===== config.mk =====
export PLATFORM = sky130hd
export DESIGN_NAME = sd_block_sink
export DESIGN_NICKNAME = d
export VERILOG_FILES = /design/src/rtl/sd_pkg.sv /design/src/rtl/sync_fifo.sv /design/src/rtl/sd_block_sink.sv
export SDC_FILE = /design/constraint.sdc
export NUM_CORES = 2
export LEC_CHECK = 0
export CORE_MARGIN = 10
export CORE_UTILIZATION = 55
export DETAILED_ROUTE_END_ITERATION = 8
export PLACE_DENSITY = 0.74
export SYNTH_ARGS = -nofsm -noshare
export SYNTH_HDL_FRONTEND = slang
export SYNTH_HIERARCHICAL = 1
export SYNTH_SLANG_ARGS = --single-unit

===== constraint.sdc =====
create_clock -name clk -period 5.1 [get_ports clk]
set_input_delay 0.51 -clock clk [delete_from_list [all_inputs] [get_ports clk]]
set_output_delay 0.51 -clock clk [all_outputs]
set_load 0.02 [all_outputs]

===== src/rtl/sd_pkg.sv =====
// Shared SD-controller definitions: block geometry, SDC register map,
// MMC command/response codes and the block-sink unpacker state type.
package sd_pkg;

    localparam int SD_BLOCK_BYTES = 512;

    // SDC register byte offsets (controller slave port)
    localparam logic [7:0] SDC_ARGUMENT      = 8'h00;
    localparam logic [7:0] SDC_COMMAND       = 8'h04;
    localparam logic [7:0] SDC_STATUS        = 8'h08;
    localparam logic [7:0] SDC_RESP1         = 8'h0C;
    localparam logic [7:0] SDC_CONTROL       = 8'h1C;
    localparam logic [7:0] SDC_TIMEOUT       = 8'h20;
    localparam logic [7:0] SDC_CLOCK_DIV     = 8'h24;
    localparam logic [7:0] SDC_SOFT_RESET    = 8'h28;
    localparam logic [7:0] SDC_BLOCK_SIZE    = 8'h44;
    localparam logic [7:0] SDC_BLOCK_COUNT   = 8'h48;
    localparam logic [7:0] SDC_DST_SRC_ADDR  = 8'h60;

    // MMC/SD command indices used by the SD bus master
    localparam logic [5:0] MMC_GO_IDLE_STATE       = 6'd0;
    localparam logic [5:0] MMC_SEND_IF_COND        = 6'd8;
    localparam logic [5:0] MMC_SET_BLOCKLEN        = 6'd16;
    localparam logic [5:0] MMC_READ_SINGLE_BLOCK   = 6'd17;
    localparam logic [5:0] MMC_READ_MULTIPLE_BLOCK = 6'd18;
    localparam logic [5:0] SD_APP_OP_COND          = 6'd41;
    localparam logic [5:0] MMC_APP_CMD             = 6'd55;

    // Response length codes
    localparam logic [1:0] MMC_RSP_NONE = 2'd0;
    localparam logic [1:0] MMC_RSP_48   = 2'd1;
    localparam logic [1:0] MMC_RSP_136  = 2'd2;

    localparam logic [3:0] WB_SEL_ALL = 4'b1111;

    // Unpacker: EMPTY, or holding a word with the next byte index 0..3
    typedef enum logic [2:0] {
        UNPACK_EMPTY = 3'd0,
        UNPACK_B0    = 3'd1,
        UNPACK_B1    = 3'd2,
        UNPACK_B2    = 3'd3,
        UNPACK_B3    = 3'd4
    } unpack_state_e;

    // Big-endian byte pick: index 0 is the most significant byte
    function automatic logic [7:0] word_byte(input logic [31:0] word, input logic [1:0] idx);
        logic [7:0] b;
        case (idx)
            2'd0:    b = word[31:24];
            2'd1:    b = word[23:16];
            2'd2:    b = word[15:8];
            default: b = word[7:0];
        endcase
        return b;
    endfunction

endpackage


===== src/rtl/sync_fifo.sv =====
// Synchronous FIFO with registered read data; pop loads pop_data on the edge.
module sync_fifo #(
    parameter int WIDTH = 32,
    parameter int DEPTH = 128
) (
    input  logic                     clk,
    input  logic                     reset_n,
    input  logic                     clear,
    input  logic                     push,
    input  logic [WIDTH-1:0]         push_data,
    input  logic                     pop,
    output logic [WIDTH-1:0]         pop_data,
    output logic                     full,
    output logic                     empty,
    output logic [$clog2(DEPTH):0]   level
);

    localparam int AW = $clog2(DEPTH);
    localparam int LW = AW + 1;

    logic [WIDTH-1:0] mem [DEPTH];
    logic [AW-1:0]    wr_ptr;
    logic [AW-1:0]    rd_ptr;
    logic             do_push;
    logic             do_pop;

    // Push is gated on the registered full flag only, so a pop at full never frees a slot for the same edge
    assign full    = (level == LW'(DEPTH));
    assign empty   = (level == '0);
    assign do_push = push & ~full & ~clear;
    assign do_pop  = pop & ~empty & ~clear;

    // Storage array write
    always_ff @(posedge clk) begin
        if (do_push) begin
            mem[wr_ptr] <= push_data;
        end
    end

    // Pointers and occupancy
    always_ff @(posedge clk or negedge reset_n) begin
        if (!reset_n) begin
            wr_ptr <= '0;
            rd_ptr <= '0;
            level  <= '0;
        end else if (clear) begin
            wr_ptr <= '0;
            rd_ptr <= '0;
            level  <= '0;
        end else begin
            if (do_push) wr_ptr <= wr_ptr + 1'b1;
            if (do_pop)  rd_ptr <= rd_ptr + 1'b1;
            case ({do_push, do_pop})
                2'b10:   level <= level + 1'b1;
                2'b01:   level <= level - 1'b1;
                default: level <= level;
            endcase
        end
    end

    // Registered read data
    always_ff @(posedge clk or negedge reset_n) begin
        if (!reset_n) begin
            pop_data <= '0;
        end else if (do_pop) begin
            pop_data <= mem[rd_ptr];
        end
    end

endmodule


===== src/rtl/sd_block_sink.sv =====
// Wishbone write sink for SD DMA words: buffers 32-bit words and emits a
// big-endian byte stream with a last-of-block marker.
//
// Byte stream handshake: a byte transfers on a clock edge where byte_valid
// and byte_ready are both high; while byte_valid is high and byte_ready low,
// byte_data, byte_valid and byte_last hold their values.
module sd_block_sink
    import sd_pkg::*;
#(
    parameter int FIFO_DEPTH  = 128,
    parameter int BLOCK_BYTES = SD_BLOCK_BYTES
) (
    input  logic                          clk,
    input  logic                          reset_n,
    input  logic                          flush,
    input  logic [31:0]                   wbs_adr_i,
    input  logic [31:0]                   wbs_dat_i,
    input  logic [3:0]                    wbs_sel_i,
    input  logic                          wbs_we_i,
    input  logic                          wbs_cyc_i,
    input  logic                          wbs_stb_i,
    output logic                          wbs_ack_o,
    output logic [31:0]                   wbs_dat_o,
    output logic [7:0]                    byte_data,
    output logic                          byte_valid,
    input  logic                          byte_ready,
    output logic                          byte_last,
    output logic [$clog2(FIFO_DEPTH):0]   fifo_level,
    output logic                          sel_error,
    output unpack_state_e                 dbg_state
);

    localparam int LW = $clog2(FIFO_DEPTH) + 1;
    localparam int CW = $clog2(BLOCK_BYTES);

    logic          req;
    logic          wr_req;
    logic          sel_ok;
    logic          occ_full;
    logic          push;
    logic          accept;
    logic          pop;
    logic          hs;
    logic          mem_full;
    logic          mem_empty;
    logic [LW-1:0] mem_level;
    logic [31:0]   word;
    logic [1:0]    byte_idx;
    logic [CW-1:0] byte_cnt;
    unpack_state_e state_q;
    unpack_state_e state_d;
    logic          unused_adr;

    assign unused_adr = ^wbs_adr_i;

    // A request is only live before its ack; the ack cycle itself is not re-sampled
    assign req    = wbs_cyc_i & wbs_stb_i & ~wbs_ack_o;
    assign wr_req = req & wbs_we_i;
    assign sel_ok = (wbs_sel_i == WB_SEL_ALL);

    // Occupancy counts the word held by the unpacker too, so the master sees FIFO_DEPTH words of room in total
    assign fifo_level = mem_level + LW'(byte_valid);
    assign occ_full   = (fifo_level == LW'(FIFO_DEPTH));

    assign push   = wr_req & sel_ok & ~flush & ~occ_full & ~mem_full;
    assign accept = req & ~flush & (~wbs_we_i | ~sel_ok | ~(occ_full | mem_full));

    assign wbs_dat_o = '0;

    sync_fifo #(
        .WIDTH (32),
        .DEPTH (FIFO_DEPTH)
    ) u_fifo (
        .clk       (clk),
        .reset_n   (reset_n),
        .clear     (flush),
        .push      (push),
        .push_data (wbs_dat_i),
        .pop       (pop),
        .pop_data  (word),
        .full      (mem_full),
        .empty     (mem_empty),
        .level     (mem_level)
    );

    // Registered single-cycle acknowledge
    always_ff @(posedge clk or negedge reset_n) begin
        if (!reset_n) begin
            wbs_ack_o <= 1'b0;
        end else begin
            wbs_ack_o <= accept;
        end
    end

    // Sticky partial-select error, cleared only by flush or reset
    always_ff @(posedge clk or negedge reset_n) begin
        if (!reset_n) begin
            sel_error <= 1'b0;
        end else if (flush) begin
            sel_error <= 1'b0;
        end else if (wr_req & ~sel_ok) begin
            sel_error <= 1'b1;
        end
    end

    assign byte_valid = (state_q != UNPACK_EMPTY);
    assign hs         = byte_valid & byte_ready;
    assign dbg_state  = state_q;

    // Unpacker state register
    always_ff @(posedge clk or negedge reset_n) begin
        if (!reset_n) begin
            state_q <= UNPACK_EMPTY;
        end else begin
            state_q <= state_d;
        end
    end

    // Unpacker next state; the last byte of a word pops the next one in the same cycle
    always_comb begin
        state_d  = state_q;
        pop      = 1'b0;
        byte_idx = 2'd0;
        case (state_q)
            UNPACK_EMPTY: begin
                if (!mem_empty) begin
                    pop     = 1'b1;
                    state_d = UNPACK_B0;
                end
            end
            UNPACK_B0: begin
                byte_idx = 2'd0;
                if (hs) state_d = UNPACK_B1;
            end
            UNPACK_B1: begin
                byte_idx = 2'd1;
                if (hs) state_d = UNPACK_B2;
            end
            UNPACK_B2: begin
                byte_idx = 2'd2;
                if (hs) state_d = UNPACK_B3;
            end
            UNPACK_B3: begin
                byte_idx = 2'd3;
                if (hs) begin
                    if (!mem_empty) begin
                        pop     = 1'b1;
                        state_d = UNPACK_B0;
                    end else begin
                        state_d = UNPACK_EMPTY;
                    end
                end
            end
            default: state_d = UNPACK_EMPTY;
        endcase
        if (flush) begin
            state_d = UNPACK_EMPTY;
            pop     = 1'b0;
        end
    end

    assign byte_data = byte_valid ? word_byte(word, byte_idx) : 8'h00;

    // Position of the current byte within its block
    always_ff @(posedge clk or negedge reset_n) begin
        if (!reset_n) begin
            byte_cnt <= '0;
        end else if (flush) begin
            byte_cnt <= '0;
        end else if (hs) begin
            byte_cnt <= byte_cnt + 1'b1;
        end
    end

    assign byte_last = byte_valid & (byte_cnt == CW'(BLOCK_BYTES - 1));

endmodule


# Yosys cells after proc, flatten, opt, wreduce, memory -nomap -nowiden
# Memory sizes are Yosys's and may differ from the RTL's. A register that Yosys moved wholly into a read port is not among the register bits.
# Index checks and enable logic that the tools add are counted.
# totals
ramBits,4096
mem_count,1
output_inout_bits,55
in_bits,75
regBits,36
wordCells,96
# memory_table
memory,words,width,rd,rd_clocked_by_memory_dff,wr,line_no,rtl
u_fifo.mem,128,32,1,1,1,sync_fifo.sv:21,logic [WIDTH-1:0] mem [DEPTH];
# op_classes
eq_ne,17
muxes,27
n_bitwise,27
addsub,6
reduce_logical,11
# op_table
operator,count
$mux 7,4
$pmux 8 s3,1
$mux 3,6
$mux 9,2
$and 1x1->1,16
$eq 8x8->1 const B,2
$mux 8,2
$pmux 8 s2,1
$ne 3x3->1 const B,5
$pmux 3 s5,1
$add 7x1->7 const B,2
$add 9x1->9 const B,1
$eq 9x9->1 const B,1
$add 8x1->8,1
$add 8x1->8 const B,1
$logic_not 8->1,1
$mux 1,8
$not 1->1,8
$reduce_bool 2->1,4
$sub 8x1->8 const B,1
$eq 3x2->1 const B,2
$pmux 2 s3,1
$reduce_bool 3->1,2
$reduce_and 5->1,1
other kinds (10),14

# Longest topological paths before layout
# logic_depth
ltp_word,12
ltp_mapped,19
mapped_depth_nobuf,17

# Modules after synthesis
# Netlist, hierarchy kept.
# modules_own_cells
module,instances,cells_per_inst,area_each_um2,seq_area_each_um2
sync_fifo,1,7138,158213.0,124349.3
sd_block_sink,1,180,1507.7,350.3

# Worst setup path after synthesis
# OpenSTA, ideal clock, no wires.
# synth_path
kind,reg-to-reg
from,"register state_q[0], in the netlist dbg_state[0]"
to,"memory u_fifo.mem[110][0], enable pin"
setup_ns,0.421
synth_period_minus_slack_ns,5.156
stages_incl_launch_ff,14
arrival_time_ns,4.735
t_required_ns,4.679
path_slack_ns,-0.056
path_buffers,3
path_cell_list,dfrtp_1 -> buf_6 -> or3_1 -> ha_1 -> ha_1 -> nand3_1 -> xnor2_1 -> nor4b_2 -> a211oi_2 -> and2_1 -> clkbuf_1 -> nand4_1 -> clkbuf_1 -> nor2_1
# synth_via
elab_chain_cells,10
# synth_rtl
element,line_no,rtl
"start, declared",sd_block_sink.sv:50,unpack_state_e state_q;
"start signal, assigned",sd_block_sink.sv:115,state_q <= state_d;
$reduce_bool 3->1,sd_block_sink.sv:106,assign byte_valid = (state_q != UNPACK_EMPTY);
via byte_valid,sd_block_sink.sv:25,"output logic byte_valid,"
$add 8x1->8,sd_block_sink.sv:62,assign fifo_level = mem_level + LW'(byte_valid);
via fifo_level[4],sd_block_sink.sv:28,"output logic [$clog2(FIFO_DEPTH):0] fifo_level,"
$eq 8x8->1,sd_block_sink.sv:63,assign occ_full = (fifo_level == LW'(FIFO_DEPTH));
$not 1->1,sd_block_sink.sv:65,assign push = wr_req & sel_ok & ~flush & ~occ_full & ~mem_full;
$and 1x1->1 (2 in a row),sd_block_sink.sv:65,
via push,sd_block_sink.sv:40,logic push;
$and 1x1->1 (2 in a row),sync_fifo.sv:30,assign do_push = push & ~full & ~clear;
$mux 1,sync_fifo.sv:35,if (do_push) begin
$mux 1 (implied by the code),sync_fifo.sv:36,mem[wr_ptr] <= push_data;
"end, declared",sync_fifo.sv:21,
# The timed path passes the listed nets, and every way through them passes these cells.

# Worst setup path in the final report
# layout_path
from,"register state_q[2], in the netlist dbg_state[2]"
to,"memory u_fifo.mem[40][28], enable pin"
# layout_via
elab_chain_cells,10
# layout_rtl
element,line_no
$reduce_bool 3->1,sd_block_sink.sv:106
$add 8x1->8,sd_block_sink.sv:62
$eq 8x8->1,sd_block_sink.sv:63
$not 1->1,sd_block_sink.sv:65
$and 1x1->1 (2 in a row),sd_block_sink.sv:65
via push,sd_block_sink.sv:40
$and 1x1->1 (2 in a row),sync_fifo.sv:30
$mux 1,sync_fifo.sv:35
$mux 1 (implied by the code),sync_fifo.sv:36
# The timed path passes the listed nets, and every way through them passes these cells.

==> results by group <==
Critical path
  – Critical Path AT: 5.47 ns
  – CP Launch Type: flop
  – Setup CP Type: reg2reg
  – CP required: 5.64 ns
  – CP max FO: 32
  – Worst setup EP type: flop

Final layout
  – Layout cells sized above 1: 25.1%
  – Fillers: 18600
  – Final Instance Area: 181000 sq um
  – Sequential standard cell area: 125000 sq um
  – Layout area overhead: 13.2%
  – Multi-input gate area: 33800 sq um
  – Nets: 7857

Synth
  – Synth warnings: 6
  – Asr flop ratio synth: 1.63%
  – Post-synthesis cell area: 160000 sq um
  – #FFs+latches synth: 4164
  – Main synth FF type: edfxtp_1
  – Synth unique cells: 70
  – Post-Syn Instances: 7318
  – Mapped Avg Cell Area: 21.8 sq um
  – Number of flops mapped to enable cells by yosys: 4096
  – Register area share after synthesis: 78.1%

Drt
  – Vias per inst: 6.70
  – Routed vias: 80400
  – Residual DRC: 0
  – Detailed Route Iter0 Violations: 11400
  – Wire per inst: 34.5 um
  – Post-route ant nets: 0
  – Routed WL: 414 mm
  – Drt pass-1 iters: 6

Floorplan
  – Core area: 289000 sq um
  – Die H: 559 um
  – Die X: 559 um
  – Starting density of the core: 55.3%
  – Io pins: 130
  – Row cnt: 197
  – Die area: 312000 sq um

Power and ir drop
  – Internal power: 54100 uW
  – Pwr per Cell Area: 374 nW/um^2
  – Net Sw Frac: 20.0%
  – Leak Pwr: 0.0543 uW
  – Seq pwr share: 55.5%
  – Combinational Power Share: 1.1%
  – Clock power share: 43.4%
  – Switch Pwr: 13500 uW
  – VDD IR max: 0.307 mV

Placed design
  – Dpl hpwl: 234 mm
  – Final Wtd Congestion: 0.860
  – Pre-CTS WS: 0.252 ns
  – Port-buffer cells: 65
  – Placed instance area: 168000 sq um

CTS
  – Longest Clk Path Bufs: 4
  – Clock Tree Root: clkbuf_16
  – Reg clk slew, reported paths: 0.07 ns
  – Cts bufs inserted: 404
  – Later-pin clock latency in the skew report: 0.97 ns
  – CTS tree: yes
  – H-tree lvl count: 5
  – CTS sink cnt: 4164
  – Post_cts resized: 0

Timing
  – Fin. Hold Viols: 0
  – Tmin final: 4.93 ns
  – Fmax achieved: 0.203 GHz
  – Pins Over Slew Limit: 0
  – Slew headroom: 16.5%
  – Final setup violation count: 0
  – Min setup slack post-route: 0.169 ns
  – Fin crit share: 96.7%
  – Worst Tran Pin Value: 1.25 ns
  – Clock skew: 0.0792 ns
  – RSZ-0062 raised after global routing: no

Run status
  – Outcome: completed

GRT
  – GR peak layer: met2
  – M2 GR Usage: 40.8%
  – Largest net degree at the start of global routing: 86
  – Met1 usage: 36.3%
  – First-pass GRT wire length: 591 mm
  – GRT Total Usage: 26.2%
  – Number of antenna violations at the first check in global routing: 28
  – Met3 global-route usage: 6.22%
  – GRT overflow: 0
  – Vias in the first global route: 80900

Run
  – Max Cap Viol: 0

Hold path
  – HP Class: in2reg
critical path: stages, from the launching register on:
cell      delay, ns
dfrtp_1        0.38
or3_1          0.44
ha_1           0.30
ha_1           0.28
nand3_1        0.14
xnor2_1        0.18
nor4b_2        0.10
a211oi_2       0.25
nand2_1        0.31
nor2_1         0.43
nand2_2        0.53
buf_4          0.45
nor2_4         0.14
buf_4          0.52
power by group through the flow:
stage               sequential [uW]  clock (uW)  combinational (uW)
detailed placement            38300           0                 710
CTS                           37600       29600                 713
floorplan                     38300           0                53.7
finish                        37600       29400                 712
global route                  37600       31000                 761
global placement              38300           0                 660
path summary, 6_finish.rpt:
| path | startpoint | endpoint | slack (ns) | cells after the start |
|---|---|---|---|---|
| worst min-delay path | wbs_dat_i[6] | u_fifo/mem[76][6] | 0.1 | 1 |
| worst max-delay path | dbg_state[2] | u_fifo/mem[40][28] | 0.17 | 13 |
| worst max register to register | dbg_state[2] | u_fifo/mem[40][28] | 0.17 | 13 |
| max in group asynchronous | reset_n | u_fifo/rd_ptr[4] | 4.09 | 2 |
| min in group asynchronous | reset_n | byte_cnt[2] | 0.20 | 2 |
| worst min register to register | u_fifo/pop_data[18] | u_fifo/pop_data[18] | 0.48 | 2 |
cell families after synthesis:
logic type                 after synthesis  synth area share [%]
muxes                                 1285                  14.9
and+or+nand+nor                        515                  1.48
xor gates and xnor gates                29                 0.159
adders and majority gates               13                 0.107
other                                    1               0.00235
DFF                                   4164                  78.1
buffers and inverters                  465                  1.49
AOI/OAI and AO/OA                      846                  3.76
area by class of cell:
class | count | share of cell area [%]
sequential | 4164 | 69.0
multi-input combinational | 2720 | 18.7
clock buffer | 486 | 5.82
tap | 3880 | 2.69
timing repair buffer | 471 | 2.33
clock inverter | 258 | 1.42
antenna | 17 | 0.0235
inverter | 8 | 0.0173
registers in the layout, summed over array words and instances (netlist names):
register	cells
u_fifo/pop_data	32
u_fifo/rd_ptr	7
sel_error	1
u_fifo/mem	4096
wbs_ack_o	1
u_fifo/level	8
dbg_state	3
byte_cnt	9
u_fifo/wr_ptr	7
placed cells by master (no fill, tap or decap), drive strengths merged, types with 104 or more instances in the layout:
master and instances:
nand2 113, edfxtp 4096, clkbuf 486, buf 437
nor2 211, a21oi 170, mux2i 402, mux4 877
a22oi 248, clkinv 207, a211oi 104
layer usage:
metal	routed length, um	vias to the layer above
met5	112	-
met4	20500	18
met3	49500	842
met2	195000	5360
met1	149000	42400
li1	-	31800
Yosys cell counts (2+ instances only):
master     instances  area share [%]
a221o_1           10           0.063
xor2_1            13           0.071
nor3_1            30           0.094
nand2b_1          50            0.20
buf_4             82            0.39
a22o_1            38            0.21
nor4_1             7           0.027
mux4_2           877              12
mux2_2             6           0.042
ha_1              12           0.094
or3_1              4           0.016
nand2_1          113            0.27
dfrtp_1           68             1.1
a211oi_1         103            0.48
nor2b_1           26            0.10
o32ai_1            4           0.022
buf_1             26           0.061
and3_1             3           0.012
buf_6             20            0.14
a221oi_1           9           0.049
o21ai_0           39            0.12
and2_1             6           0.024
o31ai_1           29            0.14
o221ai_1          83            0.46
a21oi_1          170            0.53
nand4_1            6           0.024
or4_1              3           0.014
o22ai_1           35            0.14
o21bai_1           2          0.0094
o211ai_1          25            0.12
a31oi_1           20           0.078
inv_1              7           0.016
nand3_1           43            0.13
nand3b_1           4           0.019
xnor2_1           16           0.088
o311ai_0           2           0.011
nor2_1           210            0.49
edfxtp_1        4096              77
mux2i_1          402             2.5
a2111oi_0         15           0.082
buf_2            122            0.38
o21ai_1            3          0.0094
clkbuf_1         205            0.48
a22oi_1          248             1.2
per-stage QoR:
step / util, % / hold slack [ns] / total power (uW) / std cells / TNS (ns)
6_report: 62.6 / 0.0965 / 67600 / 12000 / 0
5_1_grt: 62.6 / 0.0916 / 69300 / 12000 / 0
4_1_cts: 62.6 / 0.0571 / 67900 / 12000 / 0
3_5_place_dp: 58.1 / 0.471 / 39000 / 11200 / 0
3_3_place_gp: 58.1 / 0.459 / 39000 / 11200 / 0
2_1_floorplan: - / 0.214 / 38400 / 7349 / -42.01
repair_timing:
item / 4_1_cts / 5_1_grt
hold endpoints to repair: 105 / 0
setup buffers: 0 / 0
hold buffers: 3 / 0
(Power assumes the default switching activity.)
